**config.mk**
```make
export PLATFORM = sky130hd
export DESIGN_NAME = audio_dac_serializer_flat
export DESIGN_NICKNAME = d
export VERILOG_FILES = /design/src/rtl/audio_pkg.sv /design/src/rtl/audio_dac_serializer_if.sv /design/src/rtl/audio_out_fifo.sv /design/src/rtl/audio_dac_serializer.sv /design/src/flat_wrapper.sv
export SDC_FILE = /design/constraint.sdc
export NUM_CORES = 1
export LEC_CHECK = 0
export BUFFER_PORTS_ARGS = -buffer_cell sky130_fd_sc_hd__buf_2
export CAP_MARGIN = 20
export CORE_MARGIN = 2
export CORE_UTILIZATION = 55
export DETAILED_ROUTE_END_ITERATION = 7
export PLACE_DENSITY = 0.72
export SLEW_MARGIN = 40
export SYNTH_ARGS = -nofsm -noshare
export SYNTH_HDL_FRONTEND = slang
export SYNTH_SLANG_ARGS = --single-unit
export TNS_END_PERCENT = 20
```
**constraint.sdc**
```tcl
create_clock -name CLOCK_50 -period 15.73 [get_ports CLOCK_50]
set_clock_uncertainty 0.2 [all_clocks]
set_input_delay 0.7865 -clock CLOCK_50 [delete_from_list [all_inputs] [get_ports CLOCK_50]]
set_output_delay 0.7865 -clock CLOCK_50 [all_outputs]
set_load 0.05 [all_outputs]
```
**src/rtl/audio_pkg.sv**
```systemverilog
// Shared definitions for the codec audio path (DAC serializer and ADC side).
// Holds the default channel width and buffer depth, the frame state encoding
// and the stereo pair type used when a left/right sample pair travels as one word.
package audio_pkg;

  localparam int unsigned AUDIO_DATA_WIDTH = 32;
  localparam int unsigned AUDIO_FIFO_DEPTH = 8;

  // Which half of the LRCK frame is being serialised.
  typedef enum logic [1:0] {
    StIdle,
    StLeft,
    StRight
  } frame_state_e;

  // {left, right} with left in the upper half.
  typedef logic [2*AUDIO_DATA_WIDTH-1:0] audio_pair_t;

endpackage

```
**src/rtl/audio_dac_serializer_if.sv**
```systemverilog
// Sample write handshake between the mixing logic and the DAC serializer.
//   left/right_channel_audio_out : sample pair to enqueue (master -> slave)
//   write_audio_out              : enqueue strobe (master -> slave)
//   audio_out_allowed            : FIFO can take a pair this cycle (slave -> master)
//   audio_out_used               : pairs currently buffered (slave -> master)
interface audio_dac_serializer_if
  import audio_pkg::*;
#(
  parameter int unsigned DATA_WIDTH = AUDIO_DATA_WIDTH,
  parameter int unsigned FIFO_DEPTH = AUDIO_FIFO_DEPTH
) ();

  localparam int unsigned UsedW = $clog2(FIFO_DEPTH) + 1;

  logic [DATA_WIDTH-1:0] left_channel_audio_out;
  logic [DATA_WIDTH-1:0] right_channel_audio_out;
  logic                  write_audio_out;
  logic                  audio_out_allowed;
  logic [UsedW-1:0]      audio_out_used;

  modport master (
    output left_channel_audio_out,
    output right_channel_audio_out,
    output write_audio_out,
    input  audio_out_allowed,
    input  audio_out_used
  );

  modport slave (
    input  left_channel_audio_out,
    input  right_channel_audio_out,
    input  write_audio_out,
    output audio_out_allowed,
    output audio_out_used
  );

endinterface

```
**src/rtl/audio_out_fifo.sv**
```systemverilog
// Synchronous FIFO with push/pop/clear and an occupancy count.
//   clk_i, rst_ni : clock, synchronous active-low reset
//   clear_i       : synchronous flush (same effect as reset)
//   push_i/wdata_i: enqueue, ignored when full
//   pop_i/rdata_o : dequeue head, ignored when empty; rdata_o shows the head
//   full_o/empty_o/used_o : status derived from the registered count
// Pop only sees entries present before the current cycle (no write bypass).
module audio_out_fifo
  import audio_pkg::*;
#(
  parameter int unsigned Width = 2 * AUDIO_DATA_WIDTH,
  parameter int unsigned Depth = AUDIO_FIFO_DEPTH
) (
  input  logic                     clk_i,
  input  logic                     rst_ni,
  input  logic                     clear_i,
  input  logic                     push_i,
  input  logic [Width-1:0]         wdata_i,
  input  logic                     pop_i,
  output logic [Width-1:0]         rdata_o,
  output logic                     full_o,
  output logic                     empty_o,
  output logic [$clog2(Depth):0]   used_o
);

  localparam int unsigned PtrW  = $clog2(Depth);
  localparam int unsigned UsedW = PtrW + 1;

  logic [Width-1:0] mem_q [Depth];
  logic [PtrW-1:0]  wr_ptr_q, wr_ptr_d;
  logic [PtrW-1:0]  rd_ptr_q, rd_ptr_d;
  logic [UsedW-1:0] used_q, used_d;
  logic             push_ok, pop_ok;

  assign full_o  = (used_q == UsedW'(Depth));
  assign empty_o = (used_q == '0);
  assign used_o  = used_q;
  assign rdata_o = mem_q[rd_ptr_q];

  assign push_ok = push_i & ~full_o;
  assign pop_ok  = pop_i & ~empty_o;

  always_comb begin
    wr_ptr_d = wr_ptr_q;
    rd_ptr_d = rd_ptr_q;
    used_d   = used_q;
    if (clear_i) begin
      wr_ptr_d = '0;
      rd_ptr_d = '0;
      used_d   = '0;
    end else begin
      // Depth is a power of two, so pointers wrap naturally.
      if (push_ok) wr_ptr_d = wr_ptr_q + PtrW'(1);
      if (pop_ok)  rd_ptr_d = rd_ptr_q + PtrW'(1);
      used_d = used_q + UsedW'(push_ok) - UsedW'(pop_ok);
    end
  end

  always_ff @(posedge clk_i) begin
    if (!rst_ni) begin
      wr_ptr_q <= '0;
      rd_ptr_q <= '0;
      used_q   <= '0;
    end else begin
      wr_ptr_q <= wr_ptr_d;
      rd_ptr_q <= rd_ptr_d;
      used_q   <= used_d;
    end
  end

  // Storage needs no reset; validity is tracked by the pointers.
  always_ff @(posedge clk_i) begin
    if (push_ok && !clear_i) mem_q[wr_ptr_q] <= wdata_i;
  end

endmodule

```
**src/rtl/audio_dac_serializer.sv**
```systemverilog
// Transmit half of the codec audio path. Buffers left/right sample pairs and
// shifts them out MSB-first, left-justified, framed by the codec bit clock and
// DAC LR clock (both asynchronous to CLOCK_50).
//   CLOCK_50, resetn        : system clock, synchronous active-low reset
//   clear_audio_out_memory  : flush FIFO, shifter and underrun flag
//   bus (slave)             : sample write handshake and occupancy
//   AUD_BCLK, AUD_DACLRCK   : codec clocks (LRCK high = left channel)
//   underrun                : sticky, a left frame began with the FIFO empty
//   AUD_DACDAT              : registered serial data to the codec
module audio_dac_serializer
  import audio_pkg::*;
#(
  parameter int unsigned DATA_WIDTH = AUDIO_DATA_WIDTH,
  parameter int unsigned FIFO_DEPTH = AUDIO_FIFO_DEPTH
) (
  input  logic                         CLOCK_50,
  input  logic                         resetn,
  input  logic                         clear_audio_out_memory,
  audio_dac_serializer_if.slave        bus,
  input  logic                         AUD_BCLK,
  input  logic                         AUD_DACLRCK,
  output logic                         underrun,
  output logic                         AUD_DACDAT
);

  localparam int unsigned BitW = $clog2(DATA_WIDTH);
  localparam logic [BitW-1:0] BitMax = BitW'(DATA_WIDTH - 1);

  // Two synchroniser stages plus a history stage per codec clock: [0],[1] sync, [2] history.
  logic [2:0] bclk_sync_q, bclk_sync_d;
  logic [2:0] lr_sync_q, lr_sync_d;
  logic       bclk_fall, lr_rise, lr_fall;

  frame_state_e            state_q, state_d;
  logic [DATA_WIDTH-1:0]   shift_q, shift_d;
  logic [DATA_WIDTH-1:0]   hold_q, hold_d;
  logic [BitW-1:0]         bitcnt_q, bitcnt_d;
  logic                    dacdat_q, dacdat_d;
  logic                    underrun_q, underrun_d;

  logic [2*DATA_WIDTH-1:0] fifo_rdata;
  logic                    fifo_full, fifo_empty;
  logic                    push, pop;
  logic                    allowed;

  assign bclk_sync_d = {bclk_sync_q[1:0], AUD_BCLK};
  assign lr_sync_d   = {lr_sync_q[1:0], AUD_DACLRCK};

  assign bclk_fall = bclk_sync_q[2] & ~bclk_sync_q[1];
  assign lr_rise   = ~lr_sync_q[2] & lr_sync_q[1];
  assign lr_fall   = lr_sync_q[2] & ~lr_sync_q[1];

  assign allowed               = resetn & ~clear_audio_out_memory & ~fifo_full;
  assign push                  = bus.write_audio_out & allowed;
  assign bus.audio_out_allowed = allowed;

  audio_out_fifo #(
    .Width (2 * DATA_WIDTH),
    .Depth (FIFO_DEPTH)
  ) u_fifo (
    .clk_i   (CLOCK_50),
    .rst_ni  (resetn),
    .clear_i (clear_audio_out_memory),
    .push_i  (push),
    .wdata_i ({bus.left_channel_audio_out, bus.right_channel_audio_out}),
    .pop_i   (pop),
    .rdata_o (fifo_rdata),
    .full_o  (fifo_full),
    .empty_o (fifo_empty),
    .used_o  (bus.audio_out_used)
  );

  always_comb begin
    state_d    = state_q;
    shift_d    = shift_q;
    hold_d     = hold_q;
    bitcnt_d   = bitcnt_q;
    dacdat_d   = dacdat_q;
    underrun_d = underrun_q;
    pop        = 1'b0;

    if (clear_audio_out_memory) begin
      state_d    = StIdle;
      shift_d    = '0;
      hold_d     = '0;
      bitcnt_d   = '0;
      dacdat_d   = 1'b0;
      underrun_d = 1'b0;
    end else if (lr_rise) begin
      // Frame load takes precedence over a coincident bit-clock shift.
      state_d  = StLeft;
      bitcnt_d = BitMax;
      if (!fifo_empty) begin
        pop     = 1'b1;
        shift_d = fifo_rdata[2*DATA_WIDTH-1:DATA_WIDTH];
        hold_d  = fifo_rdata[DATA_WIDTH-1:0];
      end else begin
        shift_d    = '0;
        hold_d     = '0;
        underrun_d = 1'b1;
      end
      dacdat_d = shift_d[DATA_WIDTH-1];
    end else if (lr_fall && state_q == StLeft) begin
      state_d  = StRight;
      shift_d  = hold_q;
      bitcnt_d = BitMax;
      dacdat_d = hold_q[DATA_WIDTH-1];
    end else if (bclk_fall && state_q != StIdle) begin
      if (bitcnt_q != '0) begin
        shift_d  = shift_q << 1;
        dacdat_d = shift_q[DATA_WIDTH-2];
        bitcnt_d = bitcnt_q - BitW'(1);
      end else begin
        // Word exhausted: pad the rest of the slot with zeros.
        dacdat_d = 1'b0;
      end
    end
  end

  always_ff @(posedge CLOCK_50) begin
    if (!resetn) begin
      bclk_sync_q <= '0;
      lr_sync_q   <= '0;
      state_q     <= StIdle;
      shift_q     <= '0;
      hold_q      <= '0;
      bitcnt_q    <= '0;
      dacdat_q    <= 1'b0;
      underrun_q  <= 1'b0;
    end else begin
      bclk_sync_q <= bclk_sync_d;
      lr_sync_q   <= lr_sync_d;
      state_q     <= state_d;
      shift_q     <= shift_d;
      hold_q      <= hold_d;
      bitcnt_q    <= bitcnt_d;
      dacdat_q    <= dacdat_d;
      underrun_q  <= underrun_d;
    end
  end

  assign underrun   = underrun_q;
  assign AUD_DACDAT = dacdat_q;

endmodule

```
**src/flat_wrapper.sv**
```systemverilog
// flat-port wrapper written by rule: the top's interface ports become plain ports
module audio_dac_serializer_flat import audio_pkg::*;
#(
  parameter int unsigned DATA_WIDTH = AUDIO_DATA_WIDTH,
  parameter int unsigned FIFO_DEPTH = AUDIO_FIFO_DEPTH
)
  (CLOCK_50, resetn, clear_audio_out_memory, AUD_BCLK, AUD_DACLRCK, underrun, AUD_DACDAT, bus_left_channel_audio_out, bus_right_channel_audio_out, bus_write_audio_out, bus_audio_out_allowed, bus_audio_out_used);
  audio_dac_serializer_if #(.DATA_WIDTH(DATA_WIDTH), .FIFO_DEPTH(FIFO_DEPTH)) bus_i ();
  input  logic CLOCK_50;
  input  logic resetn;
  input  logic clear_audio_out_memory;
  input  logic AUD_BCLK;
  input  logic AUD_DACLRCK;
  output logic underrun;
  output logic AUD_DACDAT;
  input wire logic [$bits(bus_i.left_channel_audio_out)-1:0] bus_left_channel_audio_out;
  input wire logic [$bits(bus_i.right_channel_audio_out)-1:0] bus_right_channel_audio_out;
  input wire logic [$bits(bus_i.write_audio_out)-1:0] bus_write_audio_out;
  output wire logic [$bits(bus_i.audio_out_allowed)-1:0] bus_audio_out_allowed;
  output wire logic [$bits(bus_i.audio_out_used)-1:0] bus_audio_out_used;
  assign bus_i.left_channel_audio_out = bus_left_channel_audio_out;
  assign bus_i.right_channel_audio_out = bus_right_channel_audio_out;
  assign bus_i.write_audio_out = bus_write_audio_out;
  assign bus_audio_out_allowed = bus_i.audio_out_allowed;
  assign bus_audio_out_used = bus_i.audio_out_used;
  audio_dac_serializer #(.DATA_WIDTH(DATA_WIDTH), .FIFO_DEPTH(FIFO_DEPTH)) u_core (.CLOCK_50(CLOCK_50), .resetn(resetn), .clear_audio_out_memory(clear_audio_out_memory), .bus(bus_i), .AUD_BCLK(AUD_BCLK), .AUD_DACLRCK(AUD_DACLRCK), .underrun(underrun), .AUD_DACDAT(AUD_DACDAT));
endmodule
```
### Yosys cells after proc, flatten, opt, wreduce, memory -nomap -nowiden

Memory sizes are Yosys's and may differ from the RTL's. A register that Yosys moved wholly into a read port is not among the register bits.
Index checks and enable logic that the tools add are counted.

| word-level totals | value |
|---|---|
| register bits after elaboration | 88 |
| RAM bits | 512 |
| bits of input ports | 70 |
| memories kept | 1 |

Memories:

| name | depth | bits a word | read ports | clocked after Yosys merged registers in | write ports | RTL line | text |
|---|---|---|---|---|---|---|---|
| u_core.u_fifo.mem_q | 8 | 64 | 1 | 1 | 1 | audio_out_fifo.sv:29 | `logic [Width-1:0] mem_q [Depth];` |

| operators by class | value |
|---|---|
| add/sub/neg operators | 5 |
| eq/ne operators | 2 |
| multiplexer cells | 23 |
| bitwise gates (word level) | 15 |
| reduce and logical (&&, ||, !) cells | 14 |

Operators with widths:

| operator | number |
|---|---|
| 31-bit two-way mux | 4 |
| 32-bit two-way mux | 2 |
| 5-bit two-way mux | 4 |
| 1-bit two-way mux | 11 |
| 1-bit bitwise AND | 8 |
| 1-bit inverter | 7 |
| 3-bit by 1-bit adder with 3-bit output (second input constant) | 2 |
| 3-bit two-way mux | 2 |
| 3-bit nonzero test | 2 |
| 5-bit nonzero test | 1 |
| 5-bit by 1-bit subtractor with 5-bit output (second input constant) | 1 |
| 4-bit by 1-bit adder with 4-bit output | 1 |
| 4-bit equality test (second input constant) | 1 |
| 4-bit logical NOT | 1 |
| 2-bit AND reduction | 2 |
| 2-bit nonzero test | 2 |
| 4-bit by 1-bit subtractor with 4-bit output | 1 |
| 1-bit logical AND | 3 |
| 3-bit OR reduction | 1 |
| 2-bit by 1-bit equality test with 1-bit output (second input constant) | 1 |
| 2-bit OR reduction | 1 |
| 1-bit logical NOT | 1 |

### Logic depth before layout (Yosys ltp)

| depth | value |
|---|---|
| depth in word-level cells | 8 |
| mapped depth | 12 |
| mapped depth without buffers | 11 |

### Modules after synthesis

A second synthesis with hierarchy kept.

| second synthesis, totals | value |
|---|---|
| cell total of the unflattened synthesis | 1162 |
| area, all modules | 23181.0 um^2 |

By module, submodules not included:

| module | times used | cells an instance | area an instance (um^2) | sequential area each (um^2) |
|---|---|---|---|---|
| audio_out_fifo | 1 | 823 | 19909.1 | 15635.0 |
| audio_dac_serializer | 1 | 339 | 3271.9 | 1561.5 |

### Least setup slack after synthesis

No wires, ideal clock.

| timing path | value |
|---|---|
| path kind | flip-flop to flip-flop |
| start | register u_core.u_fifo.used_q[2] (netlist: u_core.u_fifo.used_o[2]) |
| end | memory u_core.u_fifo.mem_q[0][0] (netlist name) (enable) |
| data arrival time | 5.946 ns |
| required time | 14.965 ns |
| slack | 9.019 ns |
| cell stages (with the launch flop) | 8 |
| buffers on the path | 1 |
| period minus slack after synthesis | 6.711 ns |
| path through | dfxtp_1 > inv_1 > ha_1 > or3b_1 > and3_1 > clkbuf_1 > nand2b_1 > nor3_1 |

| on the way | value |
|---|---|
| cells in the longest elaborated chain, start to end | 8 |

Ends and longest elaborated chain:

| item | RTL line | text |
|---|---|---|
| start: declaration | audio_out_fifo.sv:32 | `logic [UsedW-1:0] used_q, used_d;` |
| start signal: assignment | audio_out_fifo.sv:67 | `used_q <= used_d;` |
| 4-bit equality test * | audio_out_fifo.sv:35 | `assign full_o = (used_q == UsedW'(Depth));` |
| 1-bit inverter * | audio_out_fifo.sv:40, audio_dac_serializer.sv:53 |  |
| 1-bit bitwise AND | audio_dac_serializer.sv:53 | `assign allowed = resetn & ~clear_audio_out_memory & ~fifo_full;` |
| 1-bit bitwise AND | audio_dac_serializer.sv:54 | `assign push = bus.write_audio_out & allowed;` |
| 1-bit bitwise AND * | audio_out_fifo.sv:40 | `assign push_ok = push_i & ~full_o;` |
| 1-bit logical AND * | audio_out_fifo.sv:73 | `if (push_ok && !clear_i) mem_q[wr_ptr_q] <= wdata_i;` |
| 1-bit two-way mux * | audio_out_fifo.sv:73 |  |
| 1-bit two-way mux (implied by the code) * | audio_out_fifo.sv:73 |  |
| end: declaration | audio_out_fifo.sv:29 |  |

Every way passes the cells marked *; elsewhere a longest branch is shown, timed or not.

==> impl_metrics.py <==
metrics = {
    "detailed_routing": {
        "ant_nets": 0,
        "m1WireLength_microns": 18500,
        "wl_met2_microns": 22800,
        "first_pass_iters": 5,
        "vias": 11100,
        "maxUsedRoutingLayer": "met5",
        "wl_met3_microns": 2610,
        "first_iter_violations": 1045,
        "wl_microns": 45100,
        "post-route-drc-count": 0,
        "wl_per_cell_microns": 24.9,
        "via_per_inst": 6.15,
    },
    "place": {
        "dp.cells": 1696,
        "dp_hpwl_microns": 23000,
        "place_congestion": 0.726,
        "io_buffers": 76,
    },
    "setup_path": {
        "cpPeakStageDelay_ns": 0.78,
        "critPathArrivalTime_ns": 3.76,
        "cpMaxStageDelayCell": "dfxtp_4",
        "path_cells": "buf_4, buf_6, mux4_2, mux2_2, a22o_1",
        "critical_path_class": "register to register",
        "critical_path.max_fanout": 58,
        "critPathLaunchType": "register",
        "worst_setup_path_end_kind": "register",
        "cp.required_ns": 16.02,
    },
    "pwr": {
        "ir_drop_uv": 111,
        "powerDensity_mw_per_mm2": 125,
        "cellLeakagePower_nw": 8.22,
    },
    "cts": {
        "clockBufferDepth": 3,
        "post_cts_buffers": 0,
        "post_cts_resized": 0,
        "cts_buffers": 57,
        "clock_latency_ns": 0.61,
        "clk_pin_slew_ns": 0.06,
        "tritoncts": "yes",
        "root_buffer": "clkbuf_16",
        "clock_sinks": 603,
        "htreeDepth": 2,
        "hold_buffers": 0,
    },
    "hold_path": {
        "hold_start": "AUD_BCLK",
        "min_path_type": "input port to register",
    },
    "cells_and_area": {
        "fillers": 2772,
        "final_cell_mix": "edfxtp_1, mux4_2, dfxtp_1",
        "final_common_cell": "edfxtp_1",
        "num-nets-final": 1305,
        "area_growth_pct": 13.5,
        "drive_gt1_share_pct": 29.0,
        "fin_cells": 1810,
    },
    "sta": {
        "setup_viol": 0,
        "drv_slew": 0,
        "period_share_pct": 22.0,
        "slew_headroom_pct": 44.5,
        "tightest_slew_ns": 0.832,
        "fmax_mhz": 289,
        "fin_tns_setup_ns": 0,
        "grt_setup_unrepaired": "false",
        "fin_crit_ns": 3.46,
        "hold_viol_final": 0,
    },
    "yosys": {
        "synth-async-reset-ratio_pct": 0,
        "postSynthCellCount": 1133,
        "syn_nets": 1213,
        "synth.avg_cell_area_sq_um": 20.0,
        "synth_edf_count": 512,
        "ys_types": 45,
        "ys_ff_latch": 603,
        "syn_area_sq_mm": 0.0227,
        "ys.flop_type": "edfxtp_1",
        "ys_top_cells_by_area": "edfxtp_1, mux4_2, dfxtp_1",
        "synth_top_cell_area_share_pct": 67.8,
        "yosys.area.top_type": "edfxtp_1",
        "yosysSeqAreaShare_pct": 75.8,
        "yosysWarnings": 0,
    },
    "floorplanning": {
        "core_sq_mm": 0.0407,
        "die_h_microns": 207,
        "dieArea_sq_mm": 0.0429,
        "rows": 74,
        "boundaryPins": 77,
        "die_width_microns": 207,
        "start_util_pct": 55.7,
    },
    "grt": {
        "antenna_found_initial": 6,
        "grt_pass1_vias": 11700,
        "track_usage_pct": 21.6,
        "grt_start_max_net_pins": 65,
        "grt-ovfl-total": 0,
        "grt_pass1_wl_microns": 70200,
    },
    "flow_run": {
        "cap_violations": 0,
    },
    "run_status": {
        "status": "complete, no violations",
    },
}
[cell usage after synthesis, types with 2 or more instances]
library cell  instances
xor2_1                5
xnor2_1               3
o21ai_1              32
buf_2                20
o21ai_0               3
nand4_1               3
buf_6                 3
and2_1                8
dfxtp_1              91
edfxtp_1            512
nor2b_1               3
inv_1                 8
clkbuf_1             42
a21oi_1              11
mux2_2               33
nor2_1               49
o221ai_1             30
nand2_1              40
nor3b_1               2
a221o_1              31
buf_4                 2
nand3_1               2
mux4_2              128
nor3_1                5
nand2b_1              5
ha_1                  9
and3_1               33
nand4bb_1             2
and4_1                2
[per-stage QoR]
stage	area, sq um	hold slack, ns	worst slack, ns	utilization, %	total power [W]
CTS	25700	0.158	12.15	63.1	0.00325
detailed placement	23700	0.220	12.03	58.2	0.00184
finish	25700	0.191	12.27	63.2	0.00323
global placement	23700	0.224	11.88	58.1	0.00183
floorplan	22700	0.212	9.02	-	0.00180
global route	25700	0.185	11.98	63.2	0.00332
[cells by family (layout without fill, tap and decap cells)]
kind of cell	after synthesis	after routing	synth area share [%]
AO/OA/AOI/OAI	115	115	3.85
buffers and inverters	75	216	1.48
flip-flops	603	603	75.8
adder cells (fa/ha/maj)	10	10	0.585
multiplexers	162	162	14.4
other	0	4	0
XOR/XNOR	8	8	0.309
AND/OR/NAND/NOR	160	160	3.54
[worst max-delay path: cells and delay by family (launching register included)]
| kind | cells | cell delay (ns) |
|---|---|---|
| AO/OA/AOI/OAI | 1 | 0.19 |
| multiplexers | 2 | 0.85 |
| flip-flops | 1 | 0.78 |
| buffers and inverters | 2 | 1.29 |
[layer usage]
layer / vias to the layer above / track usage [%]
met5: - / 0
met4: 4 / 6.82
met3: 77 / 4.21
met2: 362 / 36.1
met1: 5844 / 29.0
li1: 4851 / -
[path summary, 6_finish.rpt]
| kind | to | slack, ns | cells past startpoint |
|---|---|---|---|
| max | u_core.hold_q[0] | 12.27 | 5 |
| min | u_core.bclk_sync_q[0] | 0.19 | 2 |
| max reg2reg | u_core.hold_q[0] | 12.27 | 5 |
| min reg2reg | u_core.lr_sync_q[1] | 0.24 | 1 |
[cell type report]
| type | instances | area (sq um) | area share (%) |
|---|---|---|---|
| multi-input cells | 455 | 5220 | 20.3 |
| clock inverters | 39 | 449 | 1.74 |
| flip-flops and latches | 603 | 17200 | 66.8 |
| clock buffers | 69 | 1530 | 5.95 |
| diodes | 4 | 10.0 | 0.0389 |
| inverters | 8 | 30.0 | 0.117 |
| repair buffers | 100 | 631 | 2.45 |
| well taps | 532 | 666 | 2.59 |
[registers in the layout, summed over array words and instances (netlist names), named ones only]
register,cells
u_core.u_fifo.mem_q,512
u_core.hold_q,32
u_core.shift_q,31
u_core.bitcnt_q,5
u_core.u_fifo.used_o,4
u_core.bclk_sync_q,3
u_core.lr_sync_q,3
u_core.u_fifo.rd_ptr_q,3
u_core.u_fifo.wr_ptr_q,3
u_core.state_q,2
u_core.AUD_DACDAT,1
u_core.underrun,1
[report_power, final]
part | switching [W] | internal, W
combinational | 0.0000385 | 0.0000204
clock | 0.000580 | 0.000843
sequential | 0.00000374 | 0.00174
total | 0.000622 | 0.00260
No activity file was read; power rests on OpenSTA's default activity.
